## src/rtl/hazard_ctrl_pkg.sv

```systemverilog
// Shared definitions for the pipeline hazard controller.
//   common : default mul/div occupancies and the occupancy counter width.
//   pipes  : per-pipeline-register command encoding, the hazard FSM state
//            type and a helper that bundles five stage commands.

package common;
    localparam int unsigned MUL_LAT_DEFAULT = 3;
    localparam int unsigned DIV_LAT_DEFAULT = 65;
    // Wide enough for any occupancy in 1..127.
    localparam int unsigned CNT_W = 7;
endpackage : common

package pipes;
    // Command to one pipeline register for the coming clock edge.
    typedef enum logic [1:0] {
        WRITE     = 2'b00,  // load new contents
        FLUSH     = 2'b01,  // clear to a bubble
        HOLD      = 2'b10,  // keep contents
        HOLD_MARK = 2'b11   // keep contents and set the stalled flag
    } stage_ctrl_t;

    typedef enum logic [1:0] {
        IDLE       = 2'b00,
        MD_BUSY    = 2'b01,
        FLUSH_PEND = 2'b10
    } hz_state_t;

    typedef struct packed {
        stage_ctrl_t f;
        stage_ctrl_t d;
        stage_ctrl_t e;
        stage_ctrl_t m;
        stage_ctrl_t w;
    } stage_cmds_t;

    function automatic stage_cmds_t mk_cmds(
        input stage_ctrl_t f,
        input stage_ctrl_t d,
        input stage_ctrl_t e,
        input stage_ctrl_t m,
        input stage_ctrl_t w
    );
        stage_cmds_t c;
        c.f = f;
        c.d = d;
        c.e = e;
        c.m = m;
        c.w = w;
        return c;
    endfunction
endpackage : pipes

```

## src/rtl/hazard_ctrl_if.sv

```systemverilog
// Hazard controller bus: hazard conditions reported by the pipeline and the
// per-stage commands returned to it.
//   master : pipeline side (drives hazard conditions, receives commands)
//   slave  : hazard_ctrl side (receives conditions, drives commands)

interface hazard_ctrl_if;
    import pipes::*;

    logic        i_busy;        // fetch outstanding, no response this cycle
    logic        d_busy;        // memory-stage load/store outstanding
    logic        load_use;      // decode depends on a load in execute
    logic        branch_taken;  // execute redirects the PC
    logic        md_start;      // execute holds a new mul/div op
    logic        md_is_div;     // that op is a divide

    stage_ctrl_t FWrite;
    stage_ctrl_t DWrite;
    stage_ctrl_t EWrite;
    stage_ctrl_t MWrite;
    stage_ctrl_t WWrite;
    logic        md_done;       // mul/div result valid this cycle
    logic        discard_fetch; // drop the ibus response arriving this cycle

    modport master (
        output i_busy, d_busy, load_use, branch_taken, md_start, md_is_div,
        input  FWrite, DWrite, EWrite, MWrite, WWrite, md_done, discard_fetch
    );

    modport slave (
        input  i_busy, d_busy, load_use, branch_taken, md_start, md_is_div,
        output FWrite, DWrite, EWrite, MWrite, WWrite, md_done, discard_fetch
    );
endinterface : hazard_ctrl_if

```

## src/rtl/hazard_ctrl_md_counter.sv

```systemverilog
// md_counter: mul/div occupancy down-counter, also used by the execute unit.
//   clk, reset : clock, synchronous active-high reset (count -> 0)
//   load       : load load_val
//   load_val   : remaining cycles after the current one
//   dec        : decrement by one
//   freeze     : hold the count regardless of load/dec
//   count      : current count
//   last       : count == 1 (final occupancy cycle)

module md_counter
    import common::*;
(
    input  logic             clk,
    input  logic             reset,
    input  logic             load,
    input  logic [CNT_W-1:0] load_val,
    input  logic             dec,
    input  logic             freeze,
    output logic [CNT_W-1:0] count,
    output logic             last
);

    logic [CNT_W-1:0] count_reg;

    always_ff @(posedge clk) begin
        if (reset) begin
            count_reg <= '0;
        end else if (freeze) begin
            count_reg <= count_reg;
        end else if (load) begin
            count_reg <= load_val;
        end else if (dec) begin
            count_reg <= count_reg - 1'b1;
        end
    end

    assign count = count_reg;
    assign last  = (count_reg == CNT_W'(1));

endmodule : md_counter

```

## src/rtl/hazard_ctrl.sv

```systemverilog
// hazard_ctrl: pipeline stall/flush controller for a five-stage pipeline.
// Resolves memory stalls, multi-cycle mul/div occupancy, load-use hazards,
// taken branches and fetch stalls into one command per pipeline register.
// Commands are combinational from the FSM state and the current hazards.
//   clk, reset : clock, synchronous active-high reset
//   bus        : hazard_ctrl_if.slave (hazard inputs, stage commands,
//                md_done, discard_fetch)
// Parameters MUL_LAT / DIV_LAT: execute-stage occupancy in cycles, 1..127.

module hazard_ctrl
    import pipes::*;
    import common::*;
#(
    parameter int unsigned MUL_LAT = MUL_LAT_DEFAULT,
    parameter int unsigned DIV_LAT = DIV_LAT_DEFAULT
) (
    input  logic          clk,
    input  logic          reset,
    hazard_ctrl_if.slave  bus
);

    // The start cycle is itself one cycle of occupancy.
    localparam logic [CNT_W-1:0] MUL_LOAD = CNT_W'(MUL_LAT - 1);
    localparam logic [CNT_W-1:0] DIV_LOAD = CNT_W'(DIV_LAT - 1);
    localparam bit               MUL_ONE  = (MUL_LAT == 1);
    localparam bit               DIV_ONE  = (DIV_LAT == 1);

    hz_state_t        state_reg;
    hz_state_t        state_next;
    stage_cmds_t      cmds;
    logic             md_done_c;
    logic             discard_c;
    logic             cnt_load;
    logic             cnt_dec;
    logic [CNT_W-1:0] cnt_load_val;
    logic [CNT_W-1:0] cnt_count;
    logic             cnt_last;
    logic             lat_one;

    md_counter u_md_counter (
        .clk      (clk),
        .reset    (reset),
        .load     (cnt_load),
        .load_val (cnt_load_val),
        .dec      (cnt_dec),
        .freeze   (bus.d_busy),
        .count    (cnt_count),
        .last     (cnt_last)
    );

    always_ff @(posedge clk) begin
        if (reset) begin
            state_reg <= IDLE;
        end else begin
            state_reg <= state_next;
        end
    end

    always_comb begin
        state_next   = IDLE;
        cmds         = mk_cmds(WRITE, WRITE, WRITE, WRITE, WRITE);
        md_done_c    = 1'b0;
        discard_c    = 1'b0;
        cnt_load     = 1'b0;
        cnt_dec      = 1'b0;
        cnt_load_val = bus.md_is_div ? DIV_LOAD : MUL_LOAD;
        lat_one      = bus.md_is_div ? DIV_ONE : MUL_ONE;

        if (reset) begin
            cmds = mk_cmds(FLUSH, FLUSH, FLUSH, FLUSH, FLUSH);
        end else if (bus.d_busy) begin
            // Everything up to memory waits; the memory op retires nothing.
            // State and counter freeze, so any pending branch is not taken
            // here and re-presents once execute advances.
            cmds       = mk_cmds(HOLD, HOLD_MARK, HOLD, HOLD, FLUSH);
            state_next = state_reg;
        end else if (state_reg == MD_BUSY) begin
            if (cnt_last) begin
                md_done_c = 1'b1;
                cmds      = mk_cmds(HOLD, HOLD_MARK, WRITE, WRITE, WRITE);
            end else begin
                cmds       = mk_cmds(HOLD, HOLD_MARK, HOLD, FLUSH, WRITE);
                cnt_dec    = 1'b1;
                state_next = MD_BUSY;
            end
        end else if (state_reg == FLUSH_PEND) begin
            // The wrong-path fetch is still in flight; its response must be
            // dropped when it finally arrives.
            if (bus.i_busy) begin
                cmds       = mk_cmds(HOLD, FLUSH, WRITE, WRITE, WRITE);
                state_next = FLUSH_PEND;
            end else begin
                discard_c = 1'b1;
                cmds      = mk_cmds(WRITE, FLUSH, WRITE, WRITE, WRITE);
            end
        end else if (bus.md_start) begin
            if (lat_one) begin
                md_done_c = 1'b1;
                cmds      = mk_cmds(HOLD, HOLD_MARK, WRITE, WRITE, WRITE);
            end else begin
                cmds       = mk_cmds(HOLD, HOLD_MARK, HOLD, FLUSH, WRITE);
                cnt_load   = 1'b1;
                state_next = MD_BUSY;
            end
        end else if (bus.load_use) begin
            cmds = mk_cmds(HOLD, HOLD_MARK, FLUSH, WRITE, WRITE);
        end else if (bus.branch_taken) begin
            if (bus.i_busy) begin
                cmds       = mk_cmds(HOLD, FLUSH, FLUSH, WRITE, WRITE);
                state_next = FLUSH_PEND;
            end else begin
                cmds = mk_cmds(WRITE, FLUSH, FLUSH, WRITE, WRITE);
            end
        end else if (bus.i_busy) begin
            cmds = mk_cmds(HOLD, FLUSH, WRITE, WRITE, WRITE);
        end
    end

    assign bus.FWrite        = cmds.f;
    assign bus.DWrite        = cmds.d;
    assign bus.EWrite        = cmds.e;
    assign bus.MWrite        = cmds.m;
    assign bus.WWrite        = cmds.w;
    assign bus.md_done       = md_done_c;
    assign bus.discard_fetch = discard_c;

    // The count value itself is consumed by the execute unit's own instance.
    logic unused_count;
    assign unused_count = ^cnt_count;

endmodule : hazard_ctrl
```

## src/flat_wrapper.sv

```systemverilog
// flat-port wrapper written by rule: the top's interface ports become plain ports
module hazard_ctrl_flat import pipes::*; import common::*;
#(
    parameter int unsigned MUL_LAT = MUL_LAT_DEFAULT,
    parameter int unsigned DIV_LAT = DIV_LAT_DEFAULT
)
  (clk, reset, bus_i_busy, bus_d_busy, bus_load_use, bus_branch_taken, bus_md_start, bus_md_is_div, bus_FWrite, bus_DWrite, bus_EWrite, bus_MWrite, bus_WWrite, bus_md_done, bus_discard_fetch);
  hazard_ctrl_if bus_i ();
  input  logic clk;
  input  logic reset;
  input wire logic [$bits(bus_i.i_busy)-1:0] bus_i_busy;
  input wire logic [$bits(bus_i.d_busy)-1:0] bus_d_busy;
  input wire logic [$bits(bus_i.load_use)-1:0] bus_load_use;
  input wire logic [$bits(bus_i.branch_taken)-1:0] bus_branch_taken;
  input wire logic [$bits(bus_i.md_start)-1:0] bus_md_start;
  input wire logic [$bits(bus_i.md_is_div)-1:0] bus_md_is_div;
  output wire logic [$bits(bus_i.FWrite)-1:0] bus_FWrite;
  output wire logic [$bits(bus_i.DWrite)-1:0] bus_DWrite;
  output wire logic [$bits(bus_i.EWrite)-1:0] bus_EWrite;
  output wire logic [$bits(bus_i.MWrite)-1:0] bus_MWrite;
  output wire logic [$bits(bus_i.WWrite)-1:0] bus_WWrite;
  output wire logic [$bits(bus_i.md_done)-1:0] bus_md_done;
  output wire logic [$bits(bus_i.discard_fetch)-1:0] bus_discard_fetch;
  assign bus_i.i_busy = bus_i_busy;
  assign bus_i.d_busy = bus_d_busy;
  assign bus_i.load_use = bus_load_use;
  assign bus_i.branch_taken = bus_branch_taken;
  assign bus_i.md_start = bus_md_start;
  assign bus_i.md_is_div = bus_md_is_div;
  assign bus_FWrite = bus_i.FWrite;
  assign bus_DWrite = bus_i.DWrite;
  assign bus_EWrite = bus_i.EWrite;
  assign bus_MWrite = bus_i.MWrite;
  assign bus_WWrite = bus_i.WWrite;
  assign bus_md_done = bus_i.md_done;
  assign bus_discard_fetch = bus_i.discard_fetch;
  hazard_ctrl #(.MUL_LAT(MUL_LAT), .DIV_LAT(DIV_LAT)) u_core (.clk(clk), .reset(reset), .bus(bus_i));
endmodule
```

## config.mk

```make
export PLATFORM = sky130hd
export DESIGN_NAME = hazard_ctrl_flat
export DESIGN_NICKNAME = d
export VERILOG_FILES = /design/src/rtl/hazard_ctrl_pkg.sv /design/src/rtl/hazard_ctrl_if.sv /design/src/rtl/hazard_ctrl_md_counter.sv /design/src/rtl/hazard_ctrl.sv /design/src/flat_wrapper.sv
export SDC_FILE = /design/constraint.sdc
export NUM_CORES = 1
export LEC_CHECK = 0
export BUFFER_PORTS_ARGS = -buffer_cell sky130_fd_sc_hd__buf_2
export CORE_MARGIN = 2
export CORE_UTILIZATION = 45
export CTS_CLUSTER_DIAMETER = 30
export CTS_CLUSTER_SIZE = 10
export DETAILED_ROUTE_END_ITERATION = 8
export GPL_TIMING_DRIVEN = 1
export PLACE_DENSITY = 0.79
export SYNTH_ARGS = -nofsm -noshare
export SYNTH_HDL_FRONTEND = slang
export SYNTH_HIERARCHICAL = 1
export SYNTH_SLANG_ARGS = --single-unit
```

## constraint.sdc

```tcl
create_clock -name clk -period 3 [get_ports clk]
set_input_delay 0.45 -clock clk [delete_from_list [all_inputs] [get_ports clk]]
set_output_delay 0.45 -clock clk [all_outputs]
set_load 0.05 [all_outputs]
```

==> reports/metrics.cfg <==
[power]
p_leak_uw = 0.000382
peakVddDrop_v = 0.000198
power_density_mw_per_mm2 = 373

[worst_setup_path]
critical_path.top_delay_family = simple AND/OR/NAND/NOR gates
cp_data_arrival_time_ns = 2.44
cp-start-kind = flip-flop
critPathBufInv = 1
path_class = reg2reg
endpoint_kind = flip-flop
crit_required_ns = 3.13
cpMaxStageDelayCell = nor4_1
cp_cell_sequence = inv_1 > ha_1 > and3_1 > nor4_1 > o21bai_1 > a211oi_1 > a211oi_1
slowest_delay_ns = 0.72
cp_common_cell = a211oi_1
crit_fanout = 6

[die]
initial_core_util = 0.474
die_area_mm2 = 0.00218
rows = 15
core_mm2 = 0.00173
die_y_um = 46.6
pin_count = 20
dieWidth_um = 46.6

[sta]
setup_tns_ns = 0
finalHoldViolCount = 0
clock_skew_ns = 0.00241
worstMarginPinSlew_ns = 0.863
setup_violations = 0
min_period_over_period = 0.770
slew_headroom = 0.419
grt_setup_unrepaired = false
fmax_ghz = 0.433
min_period_ns = 2.31
drv_slew = 0

[cts]
clockBufferDepth = 2
ctsResizeCount = 0
cts_buffers = 3
cts_tree = done
clkSinkCount = 9
hold_buffers = 0
htree_num_levels = 1
cts-root-buf = clkbuf_4
clk-insertion-delay-late_ns = 0.26
cts_setup_buffers = 0
clk_pin_slew_ns = 0.06

[run_status]
status = completed

[synthesis]
synthCells = 104
synth_edf_count = 0
synth_seq_area_share = 0.220
synth-warning-count = 6
synth_area_um2 = 818
async_flop_share = 0
synth_cell_types = 46
ys_ff_latch = 9
ys.flop_type = dfxtp_1
syn_area_per_cell_um2 = 7.87

[layout]
design_area_um2 = 933
num-nets-final = 136
area_growth_pct = 14.1
final_common_cell = buf_2
largest_reg_flops = 7
layout_common_cells = 18 x buf_2, 10 x nor2_1, 9 x dfxtp_1, 8 x inv_1, 8 x nand2_1
drive_gt1_frac = 0.288
diodes = 0

[min_path]
hp-class = reg2reg

[routing]
vias_per_cell = 5.42
avgRoutedWirePerCell_um = 12.9
drc = 0
drtIter0Drc = 21
postRouteAntennaNets = 0
drtPass1Iterations = 4
num_vias = 813
wl_um = 1940

[placed_design]
place_area_um2 = 907
numPortBuffers = 18
gp_congestion = 0.817
dpl.hpwl_um = 1450

[grt]
grt_pass1_wl_um = 3220
antenna_found_initial = 0
overflow = 0
track_usage = 0.213
first_global_vias = 781
grt_max_degree = 19

[flow_run]
max_cap_viol_count = 0

path summary, 6_finish.rpt:
check / startpoint / to / slack, ns / depth (start not counted)
max: u_core/u_md_counter/count[1]$_SDFFE_PP0P_ / u_core/u_md_counter/count[1]$_SDFFE_PP0P_ / 0.69 / 7
min: u_core/u_md_counter/count[6]$_SDFFE_PP0P_ / u_core/u_md_counter/count[6]$_SDFFE_PP0P_ / 0.53 / 2
max reg2reg: u_core/u_md_counter/count[1]$_SDFFE_PP0P_ / u_core/u_md_counter/count[1]$_SDFFE_PP0P_ / 0.69 / 7
min reg2reg: u_core/u_md_counter/count[6]$_SDFFE_PP0P_ / u_core/u_md_counter/count[6]$_SDFFE_PP0P_ / 0.53 / 2
metrics by stage:
stage / setup slack (ns) / power, uW / hold WS, ns / utilization / instances
2_1_floorplan: 0.0455 / 231 / 0.486 / - / 110
4_1_cts: 0.723 / 353 / 0.533 / 0.541 / 150
3_5_place_dp: 0.735 / 254 / 0.521 / 0.525 / 146
5_1_grt: 0.444 / 373 / 0.571 / 0.541 / 150
3_3_place_gp: 0.875 / 250 / 0.504 / 0.525 / 146
6_report: 0.689 / 348 / 0.530 / 0.541 / 150
metal layers:
layer | track usage | wire length (um)
met1 | 0.239 | 893
met2 | 0.361 | 959
met3 | 0.0588 | 73
met4 | 0.117 | 15
met5 | 0 | 0
power by group:
part	internal, uW	switching [uW]
Combinational	40.7	79.5
Sequential	125	8.26
Clock	51.3	43.4
Total	217	131
cell usage after synthesis (all sizes together) (2+ instances only):
cell     instances  share of area
o21ba            2          0.024
nand2b           3          0.026
a211oi           3          0.028
a21oi            7          0.043
o2111ai          2          0.029
dfxtp            9           0.22
o21bai           2          0.018
buf              7          0.067
or4              2          0.023
nand2            8          0.037
o221ai           2          0.029
o21ai            3          0.018
inv             10          0.046
a311oi           2          0.029
or2b             2          0.018
nor3             3          0.018
nor3b            3          0.028
a32o             2          0.024
nor2            11          0.060
nor4b            2          0.021
mux2             2          0.028
ha               2          0.031
and3             3          0.024
kinds of logic after synthesis:
family,count (synthesis),share of synthesized area
AO/OA/AOI/OAI,29,0.283
buffers and inverters,17,0.113
other,1,0.00458
multiplexers,2,0.0275
AND/OR/NAND/NOR,42,0.297
adder cells (fa/ha/maj),3,0.0443
flip-flops,9,0.220
XOR/XNOR,1,0.0107
tightest hold or removal path: cells and delay by family (launching register included):
kind	cells	cell delay, ns
buf+inv	1	0.05
flops	1	0.33
compound gates	1	0.09
area by class of cell:
| cell class | instances | area, um2 |
|---|---|---|
| inverter | 10 | 37.5 |
| timing repair buffer | 18 | 90.1 |
| fill | 176 | 793 |
| clock buffer | 4 | 26.3 |
| sequential | 9 | 180 |
| tap | 25 | 31.3 |
| multi-input combinational | 84 | 568 |
(Power assumes the default switching activity.)
